`config.mk`:
```
export PLATFORM = sky130hd
export DESIGN_NAME = temporizador_jogada
export DESIGN_NICKNAME = d
export VERILOG_FILES = /design/src/rtl/temporizador_jogada.sv
export SDC_FILE = /design/constraint.sdc
export NUM_CORES = 1
export LEC_CHECK = 0
export BUFFER_PORTS_ARGS = -buffer_cell sky130_fd_sc_hd__buf_2
export CAP_MARGIN = 20
export CORE_UTILIZATION = 43
export DETAILED_ROUTE_END_ITERATION = 16
export PLACE_DENSITY_LB_ADDON = 0.3
export SYNTH_ARGS = -nofsm -noshare
export SYNTH_HDL_FRONTEND = slang
export SYNTH_SLANG_ARGS = --single-unit
```
`constraint.sdc`:
```
create_clock -name i_clock -period 1.5 [get_ports i_clock]
set_input_delay 0.225 -clock i_clock [delete_from_list [all_inputs] [get_ports i_clock]]
set_output_delay 0.225 -clock i_clock [all_outputs]
set_load 0.1 [all_outputs]
```
`src/rtl/temporizador_jogada.sv`:
```
// -----------------------------------------------------------------------------
// temporizador_jogada
//
// Response-time watchdog for the memory-game datapath. Counts single-cycle
// ticks from the upstream prescaler while the player may answer and reports
// one of two outcomes: the player answered (with the elapsed tick count), or
// the time limit expired.
//
// Parameters
//   LIMITE       ticks until timeout, legal range 1 .. 2**LARGURA-1
//   LARGURA      width of the elapsed-tick counter
//   AVISO_MARGEM warning threshold in ticks before LIMITE (AVISO_EN only),
//                must be < LIMITE
//
// Ports
//   i_clock     system clock, rising edge
//   i_clr       asynchronous active-low reset
//   i_iniciar   synchronous start/restart request
//   i_cancelar  synchronous abort (highest priority)
//   i_jogada    player-answer strobe
//   i_tick      one-cycle enable from the prescaler carry-out
//   o_tempo     elapsed ticks of the current or last attempt
//   o_ativo     high while counting
//   o_concluiu  high once the player answered in time
//   o_esgotou   high once LIMITE was reached
//   o_aviso     (only with macro AVISO_EN) high while counting and
//               o_tempo >= LIMITE-AVISO_MARGEM
//
// Configuration macro: AVISO_EN adds the o_aviso port and its logic.
// -----------------------------------------------------------------------------
module temporizador_jogada #(
  parameter int LIMITE       = 250,
  parameter int LARGURA      = 8,
  parameter int AVISO_MARGEM = 50
) (
  input  logic               i_clock,
  input  logic               i_clr,
  input  logic               i_iniciar,
  input  logic               i_cancelar,
  input  logic               i_jogada,
  input  logic               i_tick,
  output logic [LARGURA-1:0] o_tempo,
  output logic               o_ativo,
  output logic               o_concluiu,
`ifdef AVISO_EN
  output logic               o_esgotou,
  output logic               o_aviso
`else
  output logic               o_esgotou
`endif
);

  // Elaboration-time guards on the parameter ranges.
  if (LIMITE < 1 || LIMITE > (2**LARGURA) - 1) begin : g_chk_limite
    $error("temporizador_jogada: LIMITE out of range");
  end
  if (AVISO_MARGEM >= LIMITE) begin : g_chk_margem
    $error("temporizador_jogada: AVISO_MARGEM must be < LIMITE");
  end

  typedef enum logic [1:0] {
    OCIOSO    = 2'd0,
    CONTANDO  = 2'd1,
    CONCLUIDO = 2'd2,
    ESGOTADO  = 2'd3
  } estado_t;

  localparam logic [LARGURA-1:0] LIM    = LARGURA'(LIMITE);
  localparam logic [LARGURA-1:0] LIM_M1 = LARGURA'(LIMITE - 1);

  estado_t            r_estado;
  logic [LARGURA-1:0] r_tempo;

  // NOTE: sequential state uses non-blocking (<=) assignments only, so every
  // register samples the values from before the edge regardless of order.
  always_ff @(posedge i_clock or negedge i_clr) begin
    if (!i_clr) begin
      r_estado <= OCIOSO;
      r_tempo  <= '0;
    end else if (i_cancelar) begin
      r_estado <= OCIOSO;
      r_tempo  <= '0;
    end else if (i_iniciar) begin
      // Restart also discards any tick arriving in the same cycle.
      r_estado <= CONTANDO;
      r_tempo  <= '0;
    end else begin
      case (r_estado)
        OCIOSO: begin
          r_estado <= OCIOSO;
        end
        CONTANDO: begin
          // Answer wins over a coincident tick: tempo stays frozen.
          if (i_jogada) begin
            r_estado <= CONCLUIDO;
          end else if (i_tick) begin
            if (r_tempo == LIM_M1) begin
              r_estado <= ESGOTADO;
              r_tempo  <= LIM;
            end else begin
              r_tempo <= r_tempo + 1'b1;
            end
          end
        end
        CONCLUIDO, ESGOTADO: begin
          r_estado <= r_estado;
        end
        default: begin
          r_estado <= OCIOSO;
          r_tempo  <= '0;
        end
      endcase
    end
  end

  // Moore flags decoded straight from the state register.
  assign o_tempo    = r_tempo;
  assign o_ativo    = (r_estado == CONTANDO);
  assign o_concluiu = (r_estado == CONCLUIDO);
  assign o_esgotou  = (r_estado == ESGOTADO);

`ifdef AVISO_EN
  localparam logic [LARGURA-1:0] LIM_AVISO = LARGURA'(LIMITE - AVISO_MARGEM);

  logic w_aviso;
  assign w_aviso = (r_estado == CONTANDO) && (r_tempo >= LIM_AVISO);
  assign o_aviso = w_aviso;
`endif

endmodule

```
==> results_dict.tcl, run 1 <==
set metrics [dict create \
    portBuffers 16 \
    grt_pass1_vias 512 \
    drc 0 \
    cts_tree "built" \
    numCtsBuffers 3 \
    timing.final.crit_period_ns 1.46 \
    tightestPinTransition_ns 0.484 \
    clk_path_buf_depth 2 \
    synthAdderAreaFrac 0.0424 \
    synth_compound_area_frac 0.189 \
    synth_area_um2 591 \
    slew_viol_final 0 \
    cp-start-kind "register" \
    fin_skew_ns 0.000661 \
    synthTopCellsByCount "dfrtp_1 (10), a21oi_1 (5), inv_1 (5), o31ai_1 (4), or4_1 (4)" \
    reg2regPathDepth 3 \
    num_antenna_cells 0 \
    rrSetupSlack_ns 0.07 \
    synth_cell_type_count 25 \
    h-tree-depth 1 \
    yosysMostFrequentCell "dfrtp_1" \
    synth_top_family_by_area "simple AND/OR/NAND/NOR gates" \
    hold_end "r_estado[0]" \
    drt_first_iter_violations 16 \
    nets 93 \
    cp_max_fo 4 \
    synth_seq_cells 10 \
    die_w_um 39.1 \
    clockRootBuffer "clkbuf_4" \
    worstSkewPairLatency_ns 0.26 \
    viasPerCell 5.82 \
    ys_warn_count 0 \
    synth_top_cells_by_area "dfrtp_1 (42%), o31ai_1 (5.1%), or4_1 (5.1%)" \
    ios 17 \
    min_path_type "in -> reg" \
    firstDrtPassIters 4 \
    fmax_mhz 686 \
    start_util 0.498 \
    chipHeight_um 39.1 \
    slew_headroom 0.680 \
    cap_violations 0 \
    syn_nets 68 \
    synth_simple_gate_area_frac 0.294 \
    cts.sinks 10 \
    synthArstFlopShare 1.00 \
    finalWirelength_um 1380 \
    rsz0062_at_grt "yes" \
    worst_ep_arrival_time_ns 1.23 \
    power_uw 613 \
    clkTransAtPathRegs_ns 0.07 \
    grt_pass1_wl_um 2210 \
    drive_gt1_frac 0.464 \
    synthMuxAreaShare 0 \
    syn-instance-count 60 \
    hpwl_um 974 \
    antenna_found_initial 0 \
    synth-edff-count 0 \
    rows 12 \
    finalHoldViolations 0 \
    rr_startpoint "r_estado[1]" \
    status "finished clean" \
    grt-ovfl-total 0 \
    synth_flop_cell "dfrtp_1" \
    vdd_drop_max_mv 0.571 \
    leakagePower_uw 0.000337 \
    r2r-end "o_tempo[7]" \
    cp-end-kind "output port" \
    critical_path_required_ns 1.27 \
    hold_start "i_cancelar" \
    hold-worst-slack_ns 0.126 \
    synth_xor_area_frac 0 \
    synth.top_cell.area_share 0.424 \
    core_mm2 0.00119 \
    grt_util_all_layers 0.221 \
    antenna_left 0 \
    grt_start_max_net_pins 11 \
    min_path_cells 2 \
    die-area_mm2 0.00153 \
    finalCritPeriodShare 0.972 \
    synth.avg_cell_area_um2 9.84 \
    ys_seq_area_frac 0.424 \
    gp_congestion 0.767 \
    route.detailed.wl_per_inst_um 14.0 \
    synth_top_cell_by_area "dfrtp_1" \
    syn2layout_area_growth_pct 44.7 \
    routed-via-count 570 \
    criticalPathCategory "reg -> out" \
    p_per_area_mw_per_mm2 717 \
    setup_viol 0 \
]
-- flip-flops by register name, summed over array words and instances, names as in the netlist --
name	cells
r_estado	2
o_tempo	8
-- metrics by stage --
step | util | std cells | area, um2 | TNS, ns | setup slack [ns]
3_5_place_dp | 0.666 | 92 | 790 | 0 | 0.0697
5_1_grt | 0.720 | 98 | 855 | -0.0126 | -0.0126
2_1_floorplan | - | 60 | 636 | -0.0508 | -0.0330
3_3_place_gp | 0.666 | 92 | 790 | 0 | 0.129
6_report | 0.720 | 98 | 855 | 0 | 0.0419
4_1_cts | 0.705 | 97 | 836 | 0 | 0.0132
-- kinds of logic after synthesis --
kind of cell               Yosys count
AOI/OAI and AO/OA                   17
and+or+nand+nor                     25
buffers and inverters                6
adders and majority gates            2
DFF                                 10
-- power by group --
part / internal, uW / total [uW] / switching (uW)
Clock: 147 / 247 / 99.3
Combinational: 34.0 / 89.0 / 55.0
Sequential: 273 / 277 / 4.43
-- cell type report --
| type | instances | area (um2) |
|---|---|---|
| inverter | 5 | 18.8 |
| sequential | 10 | 275 |
| clock buffer | 4 | 36.3 |
| tap | 14 | 17.5 |
| timing repair buffer | 21 | 169 |
| multi-input combinational | 44 | 338 |
| fill | 85 | 332 |
-- repair_timing --
action / CTS / global route
gates resized for setup: 0 / 3
setup endpoints to repair: 0 / 3
setup buffers: 0 / 1
hold endpoints to repair: 10 / 0
hold buffers: 1 / 0
-- how the worst max path moves through the flow --
stage / slack [ns] / end / from
after global routing: -0.01 / o_tempo[5] / r_estado[1]
after detailed placement: 0.07 / o_tempo[5] / r_estado[1]
after global placement: 0.13 / o_tempo[5] / r_estado[1]
final: 0.04 / o_concluiu / r_estado[0]
after CTS: 0.01 / o_concluiu / r_estado[0]
after floorplan: -0.03 / o_tempo[6] / o_tempo[1]
-- worst max-delay path, stage by stage, from the launching register on --
cell     delay (ns)
dfrtp_1        0.42
buf_6          0.14
and2b_1        0.22
buf_12         0.18
-- placed cells by master, fill, tap and decap left out, drive strengths merged --
| cell | netlist | final |
|---|---|---|
| a211oi | 1 | 1 |
| nand3b | 1 | 1 |
| dfrtp | 10 | 10 |
| clkbuf | 0 | 4 |
| nand2 | 3 | 3 |
| nand4b | 1 | 1 |
| nand3 | 3 | 3 |
| nor2 | 3 | 3 |
| nor3 | 2 | 2 |
| dlygate4sd3 | 0 | 1 |
| nand4 | 1 | 1 |
| and4bb | 1 | 1 |
| nand2b | 1 | 1 |
| and2b | 2 | 2 |
| inv | 5 | 5 |
| o21ai | 2 | 2 |
| nand4bb | 1 | 1 |
| o21a | 3 | 3 |
| nor4 | 1 | 1 |
| and2 | 1 | 1 |
| a21oi | 5 | 5 |
| or4 | 4 | 4 |
| ha | 2 | 2 |
| o31ai | 4 | 4 |
| o31a | 1 | 1 |
| o211ai | 1 | 1 |
| buf | 1 | 20 |
-- layer usage --
layer,GRT usage,up-vias,share of wire
li1,-,277,-
met3,0.0520,2,0.044
met4,0.103,0,0.010
met2,0.367,17,0.51
met5,0,-,0
met1,0.265,274,0.44
Power figures use the tool's default switching activity.
==> run 2, diff against run 1 <==
--- a/config.mk
+++ b/config.mk
@@ -9,7 +9,7 @@
 export CAP_MARGIN = 20
 export CORE_UTILIZATION = 43
 export DETAILED_ROUTE_END_ITERATION = 16
-export PLACE_DENSITY_LB_ADDON = 0.3
+export PLACE_DENSITY_LB_ADDON = 0.15
 export SYNTH_ARGS = -nofsm -noshare
 export SYNTH_HDL_FRONTEND = slang
 export SYNTH_SLANG_ARGS = --single-unit
==> results_dict.tcl, run 2 (same netlist as run 1, synthesis figures left out) <==
set metrics [dict create \
    grt_util_all_layers 0.213 \
    fin_skew_ns 0.00309 \
    leakagePower_uw 0.000326 \
    drt_first_iter_violations 14 \
    setup-tns-final_ns 0 \
    h-tree-depth 1 \
    antenna_found_initial 0 \
    min_path_type "in -> reg" \
    cts_tree "built" \
    dp_slack_ns 0.0898 \
    antenna_left 0 \
    grt_pass1_vias 472 \
    route.detailed.wl_per_inst_um 13.6 \
    worst_ep_arrival_time_ns 1.23 \
    clkTransAtPathRegs_ns 0.07 \
    nets 92 \
    power_frac_comb 0.153 \
    finalWirelength_um 1320 \
    p_sw_uw 153 \
    design_area_um2 830 \
    routed-via-count 519 \
    die_w_um 39.1 \
    ios 17 \
    num_antenna_cells 0 \
    fmax_mhz 687 \
    portBuffers 16 \
    grt_pass1_wl_um 2080 \
    clkPwrFrac 0.352 \
    setup_slack_ns 0.0451 \
    start_util 0.498 \
    slew_viol_final 0 \
    numCtsBuffers 3 \
    clk_path_buf_depth 2 \
    wl_met2_um 592 \
    cp-end-kind "output port" \
    p_per_area_mw_per_mm2 676 \
    worstSkewPairLatency_ns 0.26 \
    setup_viol 0 \
    final_common_cell "buf_2" \
    finalCritPeriodShare 0.970 \
    drc 0 \
    p_sw_frac 0.273 \
    clockRootBuffer "clkbuf_4" \
    vdd_drop_max_mv 0.417 \
    cts.sinks 10 \
    dpl_cell_area_um2 790 \
    finalHoldViolations 0 \
    core_mm2 0.00119 \
    firstDrtPassIters 4 \
    final_cell_mix "buf_2 (13), dfrtp_4 (6), inv_1 (5), a21oi_1 (5)" \
    tightestPinTransition_ns 0.485 \
    wl_met1_um 645 \
    power_uw 561 \
    status "finished clean" \
    pwr-share-seq 0.494 \
    internal_power_uw 408 \
    rows 12 \
    cp-start-kind "register" \
    slew_headroom 0.679 \
    timing.final.crit_period_ns 1.45 \
    drive_gt1_frac 0.422 \
    syn2layout_area_growth_pct 40.5 \
    hpwl_um 958 \
    grt_start_max_net_pins 11 \
    cp_max_fo 6 \
    wl_met3_um 64 \
    chipHeight_um 39.1 \
    rsz0062_at_grt "no" \
    cap_violations 0 \
    die-area_mm2 0.00153 \
    criticalPathCategory "reg -> out" \
    largest_reg_flops 8 \
    gp_congestion 0.775 \
    grt-ovfl-total 0 \
    dr.max_layer_used "met4" \
    viasPerCell 5.35 \
    critical_path_required_ns 1.27 \
]
==> run 2: changes by cell type in the layout (fill, tap and decap cells not counted), sizes merged <==
| cell | delta |
|---|---|
| buf | -1 |
==> run 2: area by class of cell <==
class | count | area (um2)
multi-input combinational | 44 | 330
fill | 91 | 357
timing repair buffer | 20 | 161
inverter | 5 | 18.8
clock buffer | 4 | 26.3
sequential | 10 | 275
tap | 14 | 17.5
==> run 2: path summary, 6_finish.rpt <==
check                                  from          end  slack [ns]  cells after the start
worst min register to register   o_tempo[6]   o_tempo[6]        0.58                      2
max in group asynchronous             i_clr   o_tempo[1]        0.93                      2
worst max-delay path            r_estado[0]   o_concluiu        0.05                      3
worst max register to register  r_estado[1]   o_tempo[5]        0.11                      3
min in group asynchronous             i_clr   o_tempo[5]        0.35                      2
worst min-delay path             i_cancelar  r_estado[0]        0.12                      2
==> run 2: worst max-delay path: stages (launching register included) <==
cell and delay (ns):
dfrtp_1 0.42, buf_6 0.15, and2b_1 0.22, buf_12 0.18
==> run 2: routing by layer <==
| metal | vias to the layer above | GRT usage |
|---|---|---|
| li1 | 271 | - |
| met1 | 233 | 0.285 |
| met2 | 13 | 0.308 |
| met3 | 2 | 0.0405 |
| met4 | 0 | 0.138 |
| met5 | - | 0 |
==> run 2: power by group through the flow <==
stage,Combinational [uW],Sequential (uW),Clock [uW]
final,85.9,277,198
after detailed placement,83.1,283,0
after global routing,92.3,277,214
after global placement,82.8,283,0
after floorplan,40.2,290,0
after CTS,85.3,277,207
==> run 2: timing repair <==
action                                  in CTS  in global routing
gates resized for setup                      0                  1
hold buffers                                 1                  0
buffers inserted                             0                  0
endpoints found under the hold margin       10                  0
endpoints found under the setup margin       0                  3
==> run 2: per-stage QoR <==
| step | util | cells | hold slack, ns |
|---|---|---|---|
| 4_1_cts | 0.696 | 97 | 0.113 |
| 6_report | 0.699 | 97 | 0.122 |
| 3_3_place_gp | 0.666 | 92 | 0.102 |
| 3_5_place_dp | 0.666 | 92 | 0.102 |
| 5_1_grt | 0.699 | 97 | 0.122 |
| 2_1_floorplan | - | 60 | -0.0706 |
